===== src/rtl/div_seq.sv =====
// Sequential N-bit restoring divider with start/busy/done handshake, one quotient bit per clock.
// Define DIV_SIGNED_EN for two's-complement operands (adds a FIX state for sign correction).
module div_seq #(
  parameter int unsigned N = 32
) (
  input  logic         clk,
  input  logic         rst,
  input  logic         start,
  input  logic [N-1:0] a,
  input  logic [N-1:0] b,
  output logic         busy,
  output logic         done,
  output logic [N-1:0] quotient,
  output logic [N-1:0] remainder,
  output logic         div_zero
);

  localparam int unsigned CW = (N > 2) ? $clog2(N) : 1;
  localparam logic [CW-1:0] LAST = CW'(N - 1);

`ifdef DIV_SIGNED_EN
  typedef enum logic [1:0] {IDLE, RUN, FIX, DONE} state_t;
`else
  typedef enum logic [1:0] {IDLE, RUN, DONE} state_t;
`endif

  state_t        state, state_d;
  logic [CW-1:0] cnt, cnt_d;
  logic [N-1:0]  r, r_d;
  logic [N-1:0]  q, q_d;
  logic [N-1:0]  dvd, dvd_d;
  logic [N-1:0]  dvs, dvs_d;
  logic          busy_d, done_d, dz_d;
  logic [N-1:0]  quo_d, rem_d;
  logic [N:0]    trial;
`ifdef DIV_SIGNED_EN
  logic          neg_q, neg_q_d;
  logic          neg_r, neg_r_d;
`endif

  // State, working registers and registered outputs.
  always_ff @(posedge clk) begin
    if (rst) begin
      state     <= IDLE;
      cnt       <= '0;
      r         <= '0;
      q         <= '0;
      dvd       <= '0;
      dvs       <= '0;
      busy      <= 1'b0;
      done      <= 1'b0;
      quotient  <= '0;
      remainder <= '0;
      div_zero  <= 1'b0;
`ifdef DIV_SIGNED_EN
      neg_q     <= 1'b0;
      neg_r     <= 1'b0;
`endif
    end else begin
      state     <= state_d;
      cnt       <= cnt_d;
      r         <= r_d;
      q         <= q_d;
      dvd       <= dvd_d;
      dvs       <= dvs_d;
      busy      <= busy_d;
      done      <= done_d;
      quotient  <= quo_d;
      remainder <= rem_d;
      div_zero  <= dz_d;
`ifdef DIV_SIGNED_EN
      neg_q     <= neg_q_d;
      neg_r     <= neg_r_d;
`endif
    end
  end

  // Trial subtraction; the shifted remainder keeps its carried-out bit as bit N.
  assign trial = {r, dvd[N-1]} - {1'b0, dvs};

  // Next-state and next-register logic.
  always_comb begin
    state_d = state;
    cnt_d   = cnt;
    r_d     = r;
    q_d     = q;
    dvd_d   = dvd;
    dvs_d   = dvs;
    busy_d  = 1'b0;
    done_d  = 1'b0;
    quo_d   = quotient;
    rem_d   = remainder;
    dz_d    = div_zero;
`ifdef DIV_SIGNED_EN
    neg_q_d = neg_q;
    neg_r_d = neg_r;
`endif
    case (state)
      IDLE, DONE: begin
        if (state == DONE) state_d = IDLE;
        if (start) begin
          if (b == '0) begin
            state_d = DONE;
            done_d  = 1'b1;
            quo_d   = '1;
            rem_d   = a;
            dz_d    = 1'b1;
          end else begin
            state_d = RUN;
            busy_d  = 1'b1;
            cnt_d   = '0;
            r_d     = '0;
            q_d     = '0;
            dz_d    = 1'b0;
`ifdef DIV_SIGNED_EN
            dvd_d   = a[N-1] ? (~a + N'(1)) : a;
            dvs_d   = b[N-1] ? (~b + N'(1)) : b;
            neg_q_d = a[N-1] ^ b[N-1];
            neg_r_d = a[N-1];
`else
            dvd_d   = a;
            dvs_d   = b;
`endif
          end
        end
      end
      RUN: begin
        dvd_d = {dvd[N-2:0], 1'b0};
        cnt_d = cnt + CW'(1);
        if (!trial[N]) begin
          r_d = trial[N-1:0];
          q_d = {q[N-2:0], 1'b1};
        end else begin
          r_d = {r[N-2:0], dvd[N-1]};
          q_d = {q[N-2:0], 1'b0};
        end
        if (cnt == LAST) begin
`ifdef DIV_SIGNED_EN
          state_d = FIX;
          busy_d  = 1'b1;
`else
          state_d = DONE;
          done_d  = 1'b1;
          quo_d   = q_d;
          rem_d   = r_d;
`endif
        end else begin
          busy_d = 1'b1;
        end
      end
`ifdef DIV_SIGNED_EN
      FIX: begin
        state_d = DONE;
        done_d  = 1'b1;
        quo_d   = neg_q ? (~q + N'(1)) : q;
        rem_d   = neg_r ? (~r + N'(1)) : r;
      end
`endif
      default: state_d = IDLE;
    endcase
  end

endmodule


===== config.mk =====
export PLATFORM = sky130hd
export DESIGN_NAME = div_seq
export DESIGN_NICKNAME = d
export VERILOG_FILES = /design/src/rtl/div_seq.sv
export SDC_FILE = /design/constraint.sdc
export NUM_CORES = 1
export LEC_CHECK = 0
export ABC_AREA = 1
export BUFFER_PORTS_ARGS = -buffer_cell sky130_fd_sc_hd__buf_2
export CAP_MARGIN = 5
export CORE_ASPECT_RATIO = 0.5
export CORE_MARGIN = 2
export CORE_UTILIZATION = 30
export DETAILED_ROUTE_END_ITERATION = 8
export SLEW_MARGIN = 25
export SYNTH_ARGS = -nofsm -noshare
export SYNTH_HDL_FRONTEND = slang
export SYNTH_SLANG_ARGS = --single-unit

===== constraint.sdc =====
create_clock -name clk -period 5.95 [get_ports clk]
set_input_delay 1.785 -clock clk [delete_from_list [all_inputs] [get_ports clk]]
set_output_delay 1.785 -clock clk [all_outputs]
set_load 0.03 [all_outputs]

**Word level (Yosys, flattened, before mapping)**

Cells that the tools add are included.

- Input port bits: 67
- Word-level logic and storage cells: 64
- Flip-flop bits (word level): 201
- Output and inout port bits: 67

- Bitwise operators: 1
- Eq/ne operators: 8
- Mux-type cells: 33
- Reduce and logical (&&, ||, !) cells: 9
- $add $sub $neg: 2

Operators with widths:

| kind | number |
|---|---|
| $mux W32 | 11 |
| $pmux W32 S2 | 4 |
| $pmux W31 S2 | 1 |
| $sub A33 B32 Y33 | 1 |
| $logic_not A32 Y1 | 1 |
| $mux W5 | 2 |
| $pmux W5 S2 | 1 |
| $mux W2 | 4 |
| $ne A2 B2 Y1 const B | 4 |
| $mux W1 | 7 |
| $reduce_and A3 Y1 | 2 |
| $add A5 B1 Y5 const B | 1 |
| $eq A5 B5 Y1 const B | 1 |
| $pmux W1 S2 | 2 |
| $pmux W2 S2 | 1 |
| $reduce_and A2 Y1 | 2 |
| $reduce_and A4 Y1 | 1 |
| $ne A3 B3 Y1 const B | 1 |
| $eq A2 B1 Y1 const B | 1 |
| $eq A2 B2 Y1 const B | 1 |
| $logic_not A2 Y1 | 1 |
| $reduce_bool A2 Y1 | 1 |
| $reduce_or A2 Y1 | 1 |
| $not A1 Y1 | 1 |

**Depth between registers and ports, before layout**

- Word-level depth: 4
- Mapped depth: 19
- Gate-level depth less buffers: 18

**Worst setup path before layout**

Ideal clock, no wire load.

- Path type: input to register
- From: input port b[29]
- To: register remainder[25]
- Data arrival time: 2.952 ns
- Path slack: 2.889 ns
- Stages: 13
- Library setup time: 0.109 ns
- Data required time: 5.841 ns
- Path through: nor2_1 nand2_1 nor3_1 nand3_1 nor2_1 nand2_1 nand2_2 inv_2 clkbuf_1 nor2_1 nand3_1 nand2_1 inv_1

- Longest elaborated chain between the ends: 3

Ends and longest elaborated chain:

| element | RTL line | source |
|---|---|---|
| start: declaration | 10 | `input logic [N-1:0] b,` |
| $logic_not A32 Y1 | 102 | `if (b == '0) begin` |
| $ne A2 B2 Y1 (no line) | - |  |
| $reduce_and A4 Y1 (no line) | - |  |
| end signal: assignment | 69 | `remainder <= rem_d;` |
| end: declaration | 14 | `output logic [N-1:0] remainder,` |

No other way between the ends.
A chain may end at the register's enable or synchronous reset.

**Final worst setup path**

- From: input port b[7]
- To: register dvs[31]

- Longest elaborated chain between the ends: 3

Ends and longest elaborated chain:

| element | RTL line | source |
|---|---|---|
| $logic_not A32 Y1 | 102 |  |
| $not A1 Y1 (no line) | - |  |
| $reduce_and A3 Y1 (no line) | - |  |
| end signal: assignment | 65 | `dvs <= dvs_d;` |
| end: declaration | 32 | `logic [N-1:0] dvs, dvs_d;` |

No other way between the ends.

==> impl_metrics.csv <==
group,metric,value,unit
run_status,status,"finished clean",
global_routing,gr-total-overflow,0,
setup_path,required,6.40,ns
cells_and_area,multiInputGateArea,5970,um2
floorplanning,ios,134,
cells_and_area,nets,1953,
global_routing,grt_first_pass_wirelength,53.7,mm
floorplanning,die_y,144,um
synthesis,synth_area,11800,um2
global_routing,grt.total_usage,16.2,%
power_and_ir_drop,vdd_drop_max,0.166,mV
floorplanning,coreArea,38900,um2
sta,worst_pin_slew,1.03,ns
clock_network,htreeDepth,1,
clock_network,clk_pin_slew,0.06,ns
clock_network,root_buffer,"clkbuf_16",
setup_path,reg2regPathDepth,10,
sta,setup_viol,0,
cells_and_area,area_delta_synth_final,13.3,%
synthesis,synth_edf_count,0,
synthesis,yosys-top-cells-area,"dfxtp_1 34%, nand2_1 13%, inv_1 9.3%",
synthesis,yosysSeqAreaShare,34.0,%
sta,fin_worst_hold_slack,0.458,ns
setup_path,crit_fanout,57,
sta,maxSlewViolCount,0,
clock_network,cts_setup_buffers,0,
clock_network,cts_tree,"yes",
drt,wl_met3,1.55,mm
drt,ant_nets,0,
cells_and_area,drive_above_1_share,16.8,%
cells_and_area,ff_latch_area,4020,um2
cells_and_area,num-fill-cells,4247,
drt,vias,11039,
synthesis,ys_top_cells_by_count,"424 x nand2_1, 294 x inv_1, 201 x dfxtp_1",
drt,wl_met2,15.1,mm
setup_path,cp.arrival,4.75,ns
clock_network,clk_latency,0.52,ns
worst_hold_path,hp-class,"reg2reg",
clock_network,clock-sinks,201,
cells_and_area,n_antenna_cell,0,
placement,place_area,12700,um2
sta,final_hold_viol_count,0,
synthesis,yosysUniqueCellTypes,41,
floorplanning,die_w,285,um
global_routing,antenna_found_initial,0,
setup_path,worstSetupEndpointType,"flop",
drt,top_layer,"met4",
job,cap_violations,0,
drt,drtPass1Iterations,7,
drt,route.detailed.drc,0,
sta,rsz0062_at_grt,"no",
synthesis,synth_ff_type,"dfxtp_1",
synthesis,synth_top_cell_by_area,"dfxtp_1",
synthesis,syn_inst,1776,
synthesis,synth-seq-cells,201,
power_and_ir_drop,power_per_cell_area,284,nW/um2
drt,first_iter_violations,987,
drt,drt-wirelength-per-cell,14.2,um
sta,fin_crit,4.31,ns
cells_and_area,final_core_util,34.5,%
clock_network,numCtsBuffers,22,
global_routing,grt_pass1_vias,10172,
synthesis,synth_warnings,0,
sta,fin_crit_sh,72.4,%
clock_network,ctsResizeCount,0,
sta,slew-limit-headroom,31.5,%
sta,fin_worst_skew,0.0170,ns
synthesis,synth_top_area_share,34.0,%
power_and_ir_drop,power.leakage,0.00703,uW
sta,finalSetupTns,0,ns
synthesis,syn_nets,1878,
setup_path,path_class,"in2reg",
sta,max_freq,232,MHz
global_routing,grt_max_degree,86,
floorplanning,initial_core_util,30.4,%
synthesis,avgSynthCellArea,6.66,um2
placement,hpwl,24.5,mm
placement,port_buffers,133,
cells_and_area,stdcell_area,13400,um2
clock_network,cts_hold_buf,0,
drt,wl_met1,16.4,mm
synthesis,synth.most_common_cell,"nand2_1",
drt,via_per_inst,4.61,
clock_network,cts_max_path_buffers,3,
placement,place.gp.congestion,0.898,
setup_path,critPathLaunchType,"primary input",
synthesis,ys_async_sr_fraction,0,%
drt,drt-total-wl,33.9,mm
worst_hold_path,worstHoldPathCells,2,
floorplanning,die_area,41100,um2
floorplanning,row_count,51,
[sequential cells by signal, indices dropped and copies added (netlist names)]
| signal | count |
|---|---|
| busy | 1 |
| cnt | 5 |
| div_zero | 1 |
| done | 1 |
| dvd | 32 |
| dvs | 32 |
| q | 31 |
| quotient | 32 |
| r | 32 |
| remainder | 32 |
| state | 2 |
[per-stage QoR]
stage / total power [uW] / worst slack [ns] / cells
detailed placement: 2450 / 1.22 / 2357
global route: 4000 / 1.48 / 2397
CTS: 3820 / 1.75 / 2397
global placement: 2440 / 1.08 / 2357
finish: 3800 / 1.64 / 2397
floorplan: 2260 / 2.89 / 1776
[metal layers]
layer  vias to the layer above  GRT usage [%]
li1                       5728              -
met1                      5051           22.4
met2                       215           26.6
met3                        45           1.94
met4                         0           4.68
met5                         -              0
[area by class of cell]
type / count / share of cell area [%]
clock buffer: 27 / 4.55
timing repair buffer: 142 / 5.57
sequential: 201 / 30.0
tap: 530 / 4.95
clock inverter: 13 / 0.925
inverter: 332 / 9.38
multi-input combinational: 1152 / 44.6
[power by group]
| group | internal [uW] | switching [uW] | leakage, uW | total (uW) |
|---|---|---|---|---|
| Sequential | 1410 | 44.8 | 0.00164 | 1460 |
| Clock | 781 | 591 | 0.000362 | 1370 |
| Combinational | 278 | 690 | 0.00503 | 968 |
[worst max-delay path, stage by stage]
cell	delay (ns)
buf_2	0.10
nor4_1	0.71
nand3b_1	0.20
nor2_1	0.19
nor2_1	0.13
inv_4	0.43
buf_4	0.60
o21ai_0	0.36
a21oi_1	0.19
[worst paths after layout]
| kind | from | to | slack, ns |
|---|---|---|---|
| hold reg to reg | dvs[26] | dvs[26] | 0.46 |
| setup / recovery | b[7] | dvs[31] | 1.64 |
| setup reg to reg | state[0] | remainder[10] | 2.86 |
| hold / removal | dvs[26] | dvs[26] | 0.46 |
[cells by family after synthesis]
group,after synthesis,share of synthesized area [%]
xor gates and xnor gates,15,1.11
adders and majority gates,35,3.77
buffers and inverters,423,15.5
DFF,201,34.0
and+or+nand+nor,865,34.4
AOI/OAI and AO/OA,237,11.1
[cell usage in the layout, fill, tap and decap left out, types with 11 or more instances in the layout]
cell type / synthesis / final
nor3_1: 30 / 30
xor2_1: 15 / 15
clkbuf_16: 0 / 22
a21oi_1: 92 / 92
o211ai_1: 22 / 22
inv_1: 294 / 292
nor2_1: 138 / 137
a31oi_1: 31 / 31
buf_2: 22 / 133
nand2_2: 10 / 11
dfxtp_1: 201 / 201
inv_2: 34 / 34
nand2_1: 424 / 423
nand3_2: 61 / 61
nand3_1: 166 / 166
ha_1: 34 / 34
o21ai_0: 84 / 84
Note: power is estimated with default switching activity, not from simulation.
